<file path="src/rtl/leaf_out_arbiter_pkg.sv">
// -----------------------------------------------------------------------------
// leaf_out_arbiter_pkg
// Shared leaf packet definitions: default field widths, field offset helpers
// and a packet-format helper for the default geometry. The leaf interface
// blocks import this package so every block agrees on the packet layout:
//   MSB-first {valid, dest_leaf, dest_port, seq, payload}
// -----------------------------------------------------------------------------
package leaf_out_arbiter_pkg;

    localparam int unsigned DEF_LEAF_BITS    = 5;
    localparam int unsigned DEF_PORT_BITS    = 4;
    localparam int unsigned DEF_ADDR_BITS    = 7;
    localparam int unsigned DEF_PAYLOAD_BITS = 32;

    // Total packet width including the valid bit.
    function automatic int unsigned packet_bits(input int unsigned leaf_bits,
                                                input int unsigned port_bits,
                                                input int unsigned addr_bits,
                                                input int unsigned payload_bits);
        return 1 + leaf_bits + port_bits + addr_bits + payload_bits;
    endfunction

    // Field LSB positions within a packet.
    function automatic int unsigned seq_lsb(input int unsigned payload_bits);
        return payload_bits;
    endfunction

    function automatic int unsigned port_lsb(input int unsigned addr_bits,
                                             input int unsigned payload_bits);
        return payload_bits + addr_bits;
    endfunction

    function automatic int unsigned leaf_lsb(input int unsigned port_bits,
                                             input int unsigned addr_bits,
                                             input int unsigned payload_bits);
        return payload_bits + addr_bits + port_bits;
    endfunction

    localparam int unsigned DEF_PACKET_BITS =
        packet_bits(DEF_LEAF_BITS, DEF_PORT_BITS, DEF_ADDR_BITS, DEF_PAYLOAD_BITS);

    typedef struct packed {
        logic                        valid;
        logic [DEF_LEAF_BITS-1:0]    dest_leaf;
        logic [DEF_PORT_BITS-1:0]    dest_port;
        logic [DEF_ADDR_BITS-1:0]    seq;
        logic [DEF_PAYLOAD_BITS-1:0] payload;
    } leaf_packet_t;

    // Build a valid packet at the default geometry.
    function automatic leaf_packet_t format_packet(input logic [DEF_LEAF_BITS-1:0]    dest_leaf,
                                                   input logic [DEF_PORT_BITS-1:0]    dest_port,
                                                   input logic [DEF_ADDR_BITS-1:0]    seq,
                                                   input logic [DEF_PAYLOAD_BITS-1:0] payload);
        leaf_packet_t pkt;
        pkt.valid     = 1'b1;
        pkt.dest_leaf = dest_leaf;
        pkt.dest_port = dest_port;
        pkt.seq       = seq;
        pkt.payload   = payload;
        return pkt;
    endfunction

endpackage

</file>
<file path="src/rtl/leaf_out_arbiter_rr_arbiter.sv">
// -----------------------------------------------------------------------------
// rr_arbiter
// Round-robin arbiter with a one-hot grant. The search starts at the port after
// the last accepted grant and wraps at WIDTH. The pointer only moves when the
// grant is accepted.
// Ports:
//   clk_i     - clock
//   reset_i   - synchronous active-high reset (pointer -> WIDTH-1)
//   req_i     - per-requester request
//   accept_i  - the current grant was taken; advance the pointer
//   gnt_o     - one-hot grant (all zero when nothing requests)
// -----------------------------------------------------------------------------
module rr_arbiter #(
    parameter int unsigned WIDTH = 3
) (
    input  logic             clk_i,
    input  logic             reset_i,
    input  logic [WIDTH-1:0] req_i,
    input  logic             accept_i,
    output logic [WIDTH-1:0] gnt_o
);

    localparam int unsigned PTR_BITS = (WIDTH > 1) ? $clog2(WIDTH) : 1;

    logic [PTR_BITS-1:0] last_q, last_d;
    logic [PTR_BITS-1:0] idx_p;
    logic                found;
    int unsigned         idx;

    always_comb begin
        gnt_o  = '0;
        last_d = last_q;
        found  = 1'b0;
        idx    = 0;
        idx_p  = '0;
        for (int unsigned off = 1; off <= WIDTH; off++) begin
            idx = {{(32-PTR_BITS){1'b0}}, last_q} + off;
            if (idx >= WIDTH) begin
                idx = idx - WIDTH;
            end
            idx_p = PTR_BITS'(idx);
            if (!found && req_i[idx_p]) begin
                found        = 1'b1;
                gnt_o[idx_p] = 1'b1;
                last_d       = idx_p;
            end
        end
        if (!accept_i) begin
            last_d = last_q;
        end
    end

    always_ff @(posedge clk_i) begin
        if (reset_i) begin
            last_q <= PTR_BITS'(WIDTH - 1);
        end else begin
            last_q <= last_d;
        end
    end

endmodule

</file>
<file path="src/rtl/leaf_out_arbiter.sv">
// -----------------------------------------------------------------------------
// leaf_out_arbiter
// Merges NUM_OUT_PORTS user streams into one packet stream towards the BFT.
// Each port has a configurable destination, a per-port sequence counter and a
// credit counter replenished by freespace updates from the downstream leaf.
// Ports:
//   clk, reset                - single clock, synchronous active-high reset
//   din_leaf_user2interface   - user payloads, port i at slice i
//   vld_user2interface        - per-port valid
//   ack_interface2user        - per-port accept (combinational, one-hot)
//   cfg_wr_en/cfg_port/cfg_dest - destination table write {leaf, port}
//   credit_upd_vld/credit_upd_port - freespace return (+FREESPACE_UPDATE_SIZE)
//   dout_leaf_interface2bft   - registered packet, MSB = valid, idle = 0
//   bft_rdy                   - BFT takes the current packet this cycle
// -----------------------------------------------------------------------------
module leaf_out_arbiter
    import leaf_out_arbiter_pkg::*;
#(
    parameter int unsigned NUM_OUT_PORTS         = 3,
    parameter int unsigned PAYLOAD_BITS          = 32,
    parameter int unsigned NUM_LEAF_BITS         = 5,
    parameter int unsigned NUM_PORT_BITS         = 4,
    parameter int unsigned NUM_ADDR_BITS         = 7,
    parameter int unsigned FREESPACE_UPDATE_SIZE = 64,
    parameter int unsigned CREDIT_MAX            = 128,
    localparam int unsigned PACKET_BITS =
        packet_bits(NUM_LEAF_BITS, NUM_PORT_BITS, NUM_ADDR_BITS, PAYLOAD_BITS)
) (
    input  logic                                    clk,
    input  logic                                    reset,
    input  logic [NUM_OUT_PORTS*PAYLOAD_BITS-1:0]   din_leaf_user2interface,
    input  logic [NUM_OUT_PORTS-1:0]                vld_user2interface,
    output logic [NUM_OUT_PORTS-1:0]                ack_interface2user,
    input  logic                                    cfg_wr_en,
    input  logic [NUM_PORT_BITS-1:0]                cfg_port,
    input  logic [NUM_LEAF_BITS+NUM_PORT_BITS-1:0]  cfg_dest,
    input  logic                                    credit_upd_vld,
    input  logic [NUM_PORT_BITS-1:0]                credit_upd_port,
    output logic [PACKET_BITS-1:0]                  dout_leaf_interface2bft,
    input  logic                                    bft_rdy
);

    localparam int unsigned DEST_BITS   = NUM_LEAF_BITS + NUM_PORT_BITS;
    localparam int unsigned CREDIT_BITS = $clog2(CREDIT_MAX + 1);
    // Wide enough to hold a full counter plus one update before saturating.
    localparam int unsigned SUM_BITS    = $clog2(CREDIT_MAX + FREESPACE_UPDATE_SIZE + 1);
    localparam logic [SUM_BITS-1:0] CREDIT_CAP = SUM_BITS'(CREDIT_MAX);
    localparam logic [SUM_BITS-1:0] UPD_INC    = SUM_BITS'(FREESPACE_UPDATE_SIZE);
    localparam int unsigned VALID_POS   = PACKET_BITS - 1;

    logic [NUM_OUT_PORTS-1:0][DEST_BITS-1:0]     dest_q, dest_d;
    logic [NUM_OUT_PORTS-1:0]                    cfg_vld_q, cfg_vld_d;
    logic [NUM_OUT_PORTS-1:0][NUM_ADDR_BITS-1:0] seq_q, seq_d;
    logic [NUM_OUT_PORTS-1:0][CREDIT_BITS-1:0]   credit_q, credit_d;
    logic [PACKET_BITS-1:0]                      out_q, out_d;

    logic                      out_free;
    logic [NUM_OUT_PORTS-1:0]  eligible;
    logic [NUM_OUT_PORTS-1:0]  req;
    logic [NUM_OUT_PORTS-1:0]  gnt;
    logic [NUM_OUT_PORTS-1:0]  xfer;
    logic [DEST_BITS-1:0]      sel_dest;
    logic [NUM_ADDR_BITS-1:0]  sel_seq;
    logic [PAYLOAD_BITS-1:0]   sel_payload;
    logic [SUM_BITS-1:0]       cred_sum;

    // The output slot frees up when empty or when its packet is taken now.
    assign out_free = !out_q[VALID_POS] || bft_rdy;

    always_comb begin
        eligible = '0;
        for (int unsigned i = 0; i < NUM_OUT_PORTS; i++) begin
            eligible[i] = vld_user2interface[i] && cfg_vld_q[i] && (credit_q[i] != '0);
        end
        // No grants while in reset so nothing is acked that cycle.
        req = (out_free && !reset) ? eligible : '0;
    end

    rr_arbiter #(
        .WIDTH (NUM_OUT_PORTS)
    ) u_rr_arbiter (
        .clk_i    (clk),
        .reset_i  (reset),
        .req_i    (req),
        .accept_i (|gnt),
        .gnt_o    (gnt)
    );

    assign ack_interface2user = gnt;
    // A grant is only given to a valid port, so every grant is a transfer.
    assign xfer = gnt & vld_user2interface;

    // AND-OR mux of the granted port's fields (grant is one-hot).
    always_comb begin
        sel_dest    = '0;
        sel_seq     = '0;
        sel_payload = '0;
        for (int unsigned i = 0; i < NUM_OUT_PORTS; i++) begin
            if (gnt[i]) begin
                sel_dest    |= dest_q[i];
                sel_seq     |= seq_q[i];
                sel_payload |= din_leaf_user2interface[i*PAYLOAD_BITS +: PAYLOAD_BITS];
            end
        end
    end

    always_comb begin
        out_d = out_q;
        if (out_free) begin
            if (|xfer) begin
                out_d = {1'b1, sel_dest, sel_seq, sel_payload};
            end else begin
                out_d = '0;
            end
        end
    end

    always_comb begin
        dest_d    = dest_q;
        cfg_vld_d = cfg_vld_q;
        seq_d     = seq_q;
        credit_d  = credit_q;
        cred_sum  = '0;
        for (int unsigned i = 0; i < NUM_OUT_PORTS; i++) begin
            // Out-of-range ports never match any i, so they are ignored.
            if (cfg_wr_en && (cfg_port == NUM_PORT_BITS'(i))) begin
                dest_d[i]    = cfg_dest;
                cfg_vld_d[i] = 1'b1;
            end

            seq_d[i] = seq_q[i] + NUM_ADDR_BITS'(xfer[i]);

            cred_sum = SUM_BITS'(credit_q[i]);
            if (credit_upd_vld && (credit_upd_port == NUM_PORT_BITS'(i))) begin
                cred_sum = cred_sum + UPD_INC;
            end
            if (xfer[i]) begin
                cred_sum = cred_sum - SUM_BITS'(1);
            end
            if (cred_sum > CREDIT_CAP) begin
                cred_sum = CREDIT_CAP;
            end
            credit_d[i] = cred_sum[CREDIT_BITS-1:0];
        end
    end

    always_ff @(posedge clk) begin
        if (reset) begin
            out_q     <= '0;
            dest_q    <= '0;
            cfg_vld_q <= '0;
            seq_q     <= '0;
            for (int unsigned i = 0; i < NUM_OUT_PORTS; i++) begin
                credit_q[i] <= CREDIT_BITS'(CREDIT_MAX);
            end
        end else begin
            out_q     <= out_d;
            dest_q    <= dest_d;
            cfg_vld_q <= cfg_vld_d;
            seq_q     <= seq_d;
            credit_q  <= credit_d;
        end
    end

    assign dout_leaf_interface2bft = out_q;

endmodule

</file>
<file path="config.mk">
export PLATFORM = sky130hd
export DESIGN_NAME = leaf_out_arbiter
export DESIGN_NICKNAME = d
export VERILOG_FILES = /design/src/rtl/leaf_out_arbiter_pkg.sv /design/src/rtl/leaf_out_arbiter_rr_arbiter.sv /design/src/rtl/leaf_out_arbiter.sv
export SDC_FILE = /design/constraint.sdc
export NUM_CORES = 1
export LEC_CHECK = 0
export BUFFER_PORTS_ARGS = -buffer_cell sky130_fd_sc_hd__buf_4
export CORE_ASPECT_RATIO = 0.9
export CORE_MARGIN = 2
export CORE_UTILIZATION = 35
export DETAILED_ROUTE_END_ITERATION = 12
export PLACE_DENSITY = 0.71
export REMOVE_ABC_BUFFERS = 1
export SETUP_SLACK_MARGIN = 0.15
export SYNTH_ARGS = -nofsm -noshare
export SYNTH_HDL_FRONTEND = slang
export SYNTH_SLANG_ARGS = --single-unit
</file>
<file path="constraint.sdc">
create_clock -name clk -period 3.4 [get_ports clk]
set_input_delay 0.85 -clock clk [delete_from_list [all_inputs] [get_ports clk]]
set_output_delay 0.85 -clock clk [all_outputs]
set_load 0.01 [all_outputs]
</file>
== Yosys cells after proc, flatten, opt, wreduce, memory -nomap -nowiden ==
Index checks and enable logic that the tools add are counted.

* Add/sub/neg operators: 15
* Magnitude comparators: 12
* Equality and inequality tests: 4
* Multiplexer cells: 40
* Bitwise operators: 9
* Reductions and logical operators: 35

{| class="wikitable"
|+ Operators with widths
! cell !! count
|-
| two-way mux 32 bit || 3
|-
| OR 32 bit || 2
|-
| two-way mux 49 bit || 1
|-
| two-way mux 8 bit || 6
|-
| two-way mux 9 bit || 3
|-
| adder 8 x 7 -> 8 bit, second input constant || 3
|-
| > comparator 8 bit, second input constant || 3
|-
| nonzero test 8 bit || 3
|-
| subtractor 8 x 1 -> 8 bit, second input constant || 3
|-
| adder 7 x 1 -> 7 bit || 3
|-
| two-way mux 7 bit || 3
|-
| logical AND 1 bit || 18
|-
| OR 9 bit || 2
|-
| OR 7 bit || 2
|-
| two-way mux 2 bit || 6
|-
| two-way mux 3 bit || 4
|-
| >= comparator 3 x 2 -> 1 bit, second input constant || 3
|-
| less-than comparator 2 x 3 -> 1 bit, second input constant || 3
|-
| equality test 4 x 1 -> 1 bit, second input constant || 2
|-
| equality test 4 x 2 -> 1 bit, second input constant || 2
|-
| zero test 4 bit || 2
|-
| two-way mux 1 bit || 8
|-
| adder 2 x 2 -> 3 bit, second input constant || 2
|-
| binary-select mux 1 bit (select 2 bit) || 3
|-
| other kinds (12) || 25
|}

* Bits in registers: 126
* Word-level logic and storage cells: 129

== Longest topological paths before layout ==
* Depth after elaboration: 19
* Mapped depth: 16

== Modules after synthesis ==
A second synthesis with hierarchy kept.

* Cell total of the unflattened synthesis: 708
* Area total of the unflattened synthesis: 6094.6 µm²

{| class="wikitable"
|+ By module, submodules not included
! module !! instances !! cells an instance !! area an instance (µm²) !! sequential area each (µm²)
|-
| leaf_out_arbiter || 1 || 646 || 5600.4 || 2482.4
|-
| rr_arbiter || 1 || 62 || 494.2 || 40.0
|}

== Worst setup path before layout ==
No wires, ideal clock.

* Path type: input port to output port
* Start: in reset
* End: out ack_interface2user[1]
* Data arrival time: 2.609 ns
* Slack: -0.059 ns
* Stages: 9
* Buffers on the path: 3
* Cell sequence: buf_2 > clkinv_2 > nand4_1 > or3b_1 > and4_4 > o211a_4 > or2_1 > buf_6 > buf_2

* Word-level cells in the longest chain between the ends: 12
* Elaborated cells between the ends (all ways): 20
* Classes of those cells: mux: 12; bitwise: 2; reduce/logical: 6

{| class="wikitable"
|+ RTL lines
! element !! line !! source
|-
| from (decl) || leaf_out_arbiter.sv:30 || <nowiki>input logic reset,</nowiki>
|-
| zero test 1 bit (*) || leaf_out_arbiter.sv:76 || <nowiki>req = (out_free && !reset) ? eligible : '0;</nowiki>
|-
| logical AND 1 bit (*) || leaf_out_arbiter.sv:76 ||
|-
| two-way mux 3 bit (*) || leaf_out_arbiter.sv:76 ||
|-
| binary-select mux 1 bit (select 2 bit) || leaf_out_arbiter_rr_arbiter.sv:42 || <nowiki>if (!found && req_i[idx_p]) begin</nowiki>
|-
| two-way mux 1 bit (not written as such) || leaf_out_arbiter_rr_arbiter.sv:42 ||
|-
| two-way mux 1 bit || leaf_out_arbiter_rr_arbiter.sv:42 ||
|-
| zero test 1 bit || leaf_out_arbiter_rr_arbiter.sv:42 ||
|-
| logical AND 1 bit || leaf_out_arbiter_rr_arbiter.sv:42 ||
|-
| two-way mux 1 bit || leaf_out_arbiter_rr_arbiter.sv:42 ||
|-
| zero test 1 bit || leaf_out_arbiter_rr_arbiter.sv:42 ||
|-
| logical AND 1 bit || leaf_out_arbiter_rr_arbiter.sv:42 ||
|-
| two-way mux 3 bit (*) || leaf_out_arbiter_rr_arbiter.sv:42 ||
|-
| to (decl) || leaf_out_arbiter.sv:33 || <nowiki>output logic [NUM_OUT_PORTS-1:0] ack_interface2user,</nowiki>
|}

Every way passes the cells marked *; elsewhere a longest branch is shown, timed or not. The select of a mux whose other input is x is not followed.

== Worst setup path after layout ==
* Start: reg credit_q[0] in the netlist's numbering
* End: out ack_interface2user[1]

* Word-level cells in the longest chain between the ends: 12
* Elaborated cells between the ends (all ways): 20
* Classes of those cells: mux: 12; bitwise: 2; reduce/logical: 6

{| class="wikitable"
|+ RTL lines
! element !! line !! source
|-
| from (decl) || leaf_out_arbiter.sv:54 || <nowiki>logic [NUM_OUT_PORTS-1:0][CREDIT_BITS-1:0] credit_q, credit_d;</nowiki>
|-
| from (signal, indexed assignment) || leaf_out_arbiter.sv:154 || <nowiki>credit_q[i] <= CREDIT_BITS'(CREDIT_MAX);</nowiki>
|-
| from (signal assigned) || leaf_out_arbiter.sv:161 || <nowiki>credit_q <= credit_d;</nowiki>
|-
| nonzero test 8 bit (*) || leaf_out_arbiter.sv:73 || <nowiki>eligible[i] = vld_user2interface[i] && cfg_vld_q[i] && (credit_q[i] != '0);</nowiki>
|-
| logical AND 1 bit (*) || leaf_out_arbiter.sv:73 ||
|-
| two-way mux 3 bit (*) || leaf_out_arbiter.sv:76 ||
|-
| binary-select mux 1 bit (select 2 bit) || leaf_out_arbiter_rr_arbiter.sv:42 ||
|-
| two-way mux 1 bit (not written as such) || leaf_out_arbiter_rr_arbiter.sv:42 ||
|-
| two-way mux 1 bit || leaf_out_arbiter_rr_arbiter.sv:42 ||
|-
| zero test 1 bit || leaf_out_arbiter_rr_arbiter.sv:42 ||
|-
| logical AND 1 bit || leaf_out_arbiter_rr_arbiter.sv:42 ||
|-
| two-way mux 1 bit || leaf_out_arbiter_rr_arbiter.sv:42 ||
|-
| zero test 1 bit || leaf_out_arbiter_rr_arbiter.sv:42 ||
|-
| logical AND 1 bit || leaf_out_arbiter_rr_arbiter.sv:42 ||
|-
| two-way mux 3 bit (*) || leaf_out_arbiter_rr_arbiter.sv:42 ||
|}

Marks and branches as above.

==> impl_metrics.py <==
metrics = {
    "critical_path": {
        "worstRegToRegCells": 18,
        "crit_start": "credit_q[0]",
        "path_cells": "inv_2 > ha_4 > and3b_2 > a2111oi_4 > nand2_1 > and4_4 > o211a_4 > or2_4 > buf_6",
        "ff2ff_setup_slack_ps": 30,
        "cp_data_required_time_ps": 2550,
        "cp_top_family": "simple AND/OR/NAND/NOR gates",
        "critPathMaxStageDelay_ps": 350,
        "slowest_stage": "a2111oi_4",
        "start_kind": "flip-flop",
        "end_kind": "output pin",
        "crit_cells": 9,
        "r2r-start": "credit_q[0]",
        "worstPathBufferInverterCount": 2,
        "r2r-end": "dout_leaf_interface2bft[16]",
        "critical_path_class": "flip-flop to output pin",
        "endpoint": "ack_interface2user[1]",
        "cp_max_fo": 3,
        "arrival_ps": 2540,
    },
    "sta": {
        "relSlewSlack_pct": 44.5,
        "slew_viol_final": 0,
        "setup_viol": 0,
        "tightest_slew_ps": 832,
        "fin_crit_ps": 3390,
        "setup_slack_ps": 6.83,
        "skew_ps": 11.3,
        "fin_crit_sh_pct": 99.8,
        "worst_hold_slack_ps": 493,
        "rsz0062_at_grt": "true",
        "hold_violations": 0,
        "max_freq_ghz": 0.295,
    },
    "power_and_ir_drop": {
        "p_per_area_mw_per_mm2": 369,
        "p_leak_nw": 4.03,
        "peakVddDrop_v": 0.000349,
    },
    "grt": {
        "grt_overflow": 0,
        "grt_max_degree": 74,
        "antenna_found_initial": 0,
        "grtUsageTotal_pct": 19.9,
        "grt_pass1_vias": 6297,
        "grt_pass1_wl_um": 31600,
    },
    "yosys": {
        "synth_edf_count": 0,
        "yosys_register_bits": 126,
        "synth_ff_type": "dfxtp_1",
        "ys_top_cells_by_area": "dfxtp_1 (38%), a222oi_1 (7.3%), nor2_1 (7.0%), a2bb2oi_1 (5.2%), mux2i_1 (4.7%)",
        "syn_area_sq_mm": 0.00658,
        "seq_area_frac_synth_pct": 38.4,
        "synth_top_area_cell": "dfxtp_1",
        "synthArstFlopShare_pct": 0,
        "syn_inst": 717,
        "ys_types": 72,
        "postSynthAreaPerCell_sq_um": 9.17,
        "synth_warnings": 0,
        "yosys.area.top_type_share_pct": 38.4,
    },
    "cells_and_area": {
        "area_delta_synth_final_pct": 52.2,
        "multi_input_area_sq_mm": 0.00421,
        "fin_util_pct": 54.4,
        "final_area_sq_mm": 0.0100,
        "drive_gt1_share_pct": 45.5,
        "fill_cells": 1587,
        "ff_latch_area_sq_mm": 0.00253,
        "nNetsFinal": 1092,
        "n_antenna_cell": 0,
    },
    "clock_tree": {
        "cts_buffers": 17,
        "path_clk_slew_ps": 60,
        "cts_buffer_depth": 2,
        "cts_num_sinks": 126,
        "clk_latency_ps": 430,
        "cts_hold_buf": 0,
        "h-tree-depth": 4,
        "cts_tree": "yes",
        "clockRootBuffer": "clkbuf_16",
    },
    "route": {
        "vias": 6661,
        "viasPerCell": 5.48,
        "wl_met2_um": 10500,
        "drc": 0,
        "top_layer": "met4",
        "ant_nets": 0,
        "wl_per_cell_um": 17.8,
        "met3_length_um": 1540,
        "firstDrtPassIters": 6,
        "drt_iter0_drc": 637,
        "met1_length_um": 9050,
        "wirelength_um": 21600,
    },
    "placed_design": {
        "hpwl_um": 13800,
        "portBuffers": 172,
        "dpl_worst_slack_ps": -72.9,
        "place_congestion": 0.929,
        "postPlaceCellArea_sq_mm": 0.00849,
    },
    "floorplanning": {
        "start_util_pct": 35.7,
        "io_pins": 173,
        "num_rows": 47,
        "die_w_um": 148,
        "die_area_sq_mm": 0.0199,
        "coreArea_sq_mm": 0.0184,
        "die_h_um": 134,
    },
    "run_status": {
        "status": "complete, no violations",
    },
    "flow_run": {
        "maxCapViolCount": 0,
    },
    "min_path": {
        "hold_class": "flip-flop to flip-flop",
    },
}
[worst min path at each step]
stage | cells after the start | startpoint | end | slack (ps)
after floorplan | 2 | cfg_vld_q[2] | cfg_vld_q[2] | 430
after global placement | 2 | cfg_vld_q[1] | cfg_vld_q[1] | 470
after detailed placement | 2 | cfg_vld_q[1] | cfg_vld_q[1] | 470
after CTS | 2 | cfg_vld_q[1] | cfg_vld_q[1] | 480
after global routing | 2 | cfg_vld_q[1] | cfg_vld_q[1] | 520
final | 2 | cfg_vld_q[2] | cfg_vld_q[2] | 490
[state kept, by name, indices dropped and copies added (netlist names)]
register and count:
dout_leaf_interface2bft 49, dest_q 27, credit_q 24, seq_q 21, cfg_vld_q 3, u_rr_arbiter.last_q 2
[placed cells by master (no fill, tap or decap), drive strengths merged, types with 17 or more instances in the layout]
cell type  instances
nor2             131
a222oi            48
nand2             31
nor3              18
buf              271
nand3             17
xnor2             27
a2bb2oi           48
inv               27
mux2i             31
clkbuf            24
dfxtp            126
[synthesized netlist by cell type (all sizes together) (2+ instances only)]
cell,n
and3,8
o221ai,2
nand2b,5
a2111oi,2
mux2i,31
o2111ai,4
xnor2,27
nor3,18
o32ai,4
a22oi,3
a21oi,16
inv,23
o21ai,10
nor2b,9
a211oi,4
nor4,8
o221a,2
o211ai,4
nand2,31
buf,24
or2,2
dfxtp,126
or3,7
nand4,8
nor2,131
a211o,2
clkbuf,30
a222oi,48
a311oi,2
a31oi,4
o211a,2
ha,14
xor2,16
a32oi,2
a2bb2oi,48
nand3b,2
and2,4
nand3,17
[worst reg2reg max path, stage by stage (launching register included)]
cell	delay (ps)
dfxtp_2	330
inv_2	50
ha_4	150
and3b_2	240
a2111oi_4	350
nand2_1	180
buf_6	150
buf_6	100
buf_6	100
buf_6	100
buf_6	100
nand4_1	120
buf_4	150
a21boi_4	80
o21ai_4	260
and3_4	360
clkbuf_16	210
a2bb2oi_2	150
nor2_1	70
[report_power, final]
part	switching (mW)	internal, mW
Combinational	0.142	0.170
Sequential	0.00627	1.49
Clock	0.706	1.18
Total	0.854	2.84
[routing by layer]
metal | vias to the layer above | global-route usage (%)
met5 | - | 0
met4 | 0 | 6.30
met3 | 45 | 5.14
met2 | 256 | 33.0
met1 | 3205 | 25.3
li1 | 3155 | -
[per-stage QoR]
stage | total power, mW | TNS [ps] | std cells
2_1_floorplan | 1.61 | -183380 | 663
3_3_place_gp | 1.79 | -110 | 1147
3_5_place_dp | 1.80 | -1210 | 1147
4_1_cts | 3.69 | 0 | 1200
5_1_grt | 3.82 | -186 | 1215
6_report | 3.69 | 0 | 1215
[logic make-up after synthesis]
logic type | synth area share, %
and+or+nand+nor | 18.9
AOI/OAI and AO/OA | 24.1
DFF | 38.4
buffers and inverters | 5.44
xor gates and xnor gates | 5.73
muxes | 4.89
adders and majority gates | 2.66
[what timing repair did]
action / 4_1_cts / 5_1_grt
pin swaps: 20 / 25
setup endpoints to repair: 8 / 70
buffers inserted: 21 / 10
gates resized for setup: 38 / 87
cloned: 0 / 5
[cell type report]
class / count / area share, %
Tap cell: 245 / 3.06
Clock inverter: 11 / 1.56
Clock buffer: 21 / 4.50
Timing Repair Buffer: 274 / 22.6
Sequential cell: 126 / 25.3
Inverter: 24 / 0.913
Multi-Input combinational cell: 514 / 42.0
Note: power is estimated with default switching activity, not from simulation.
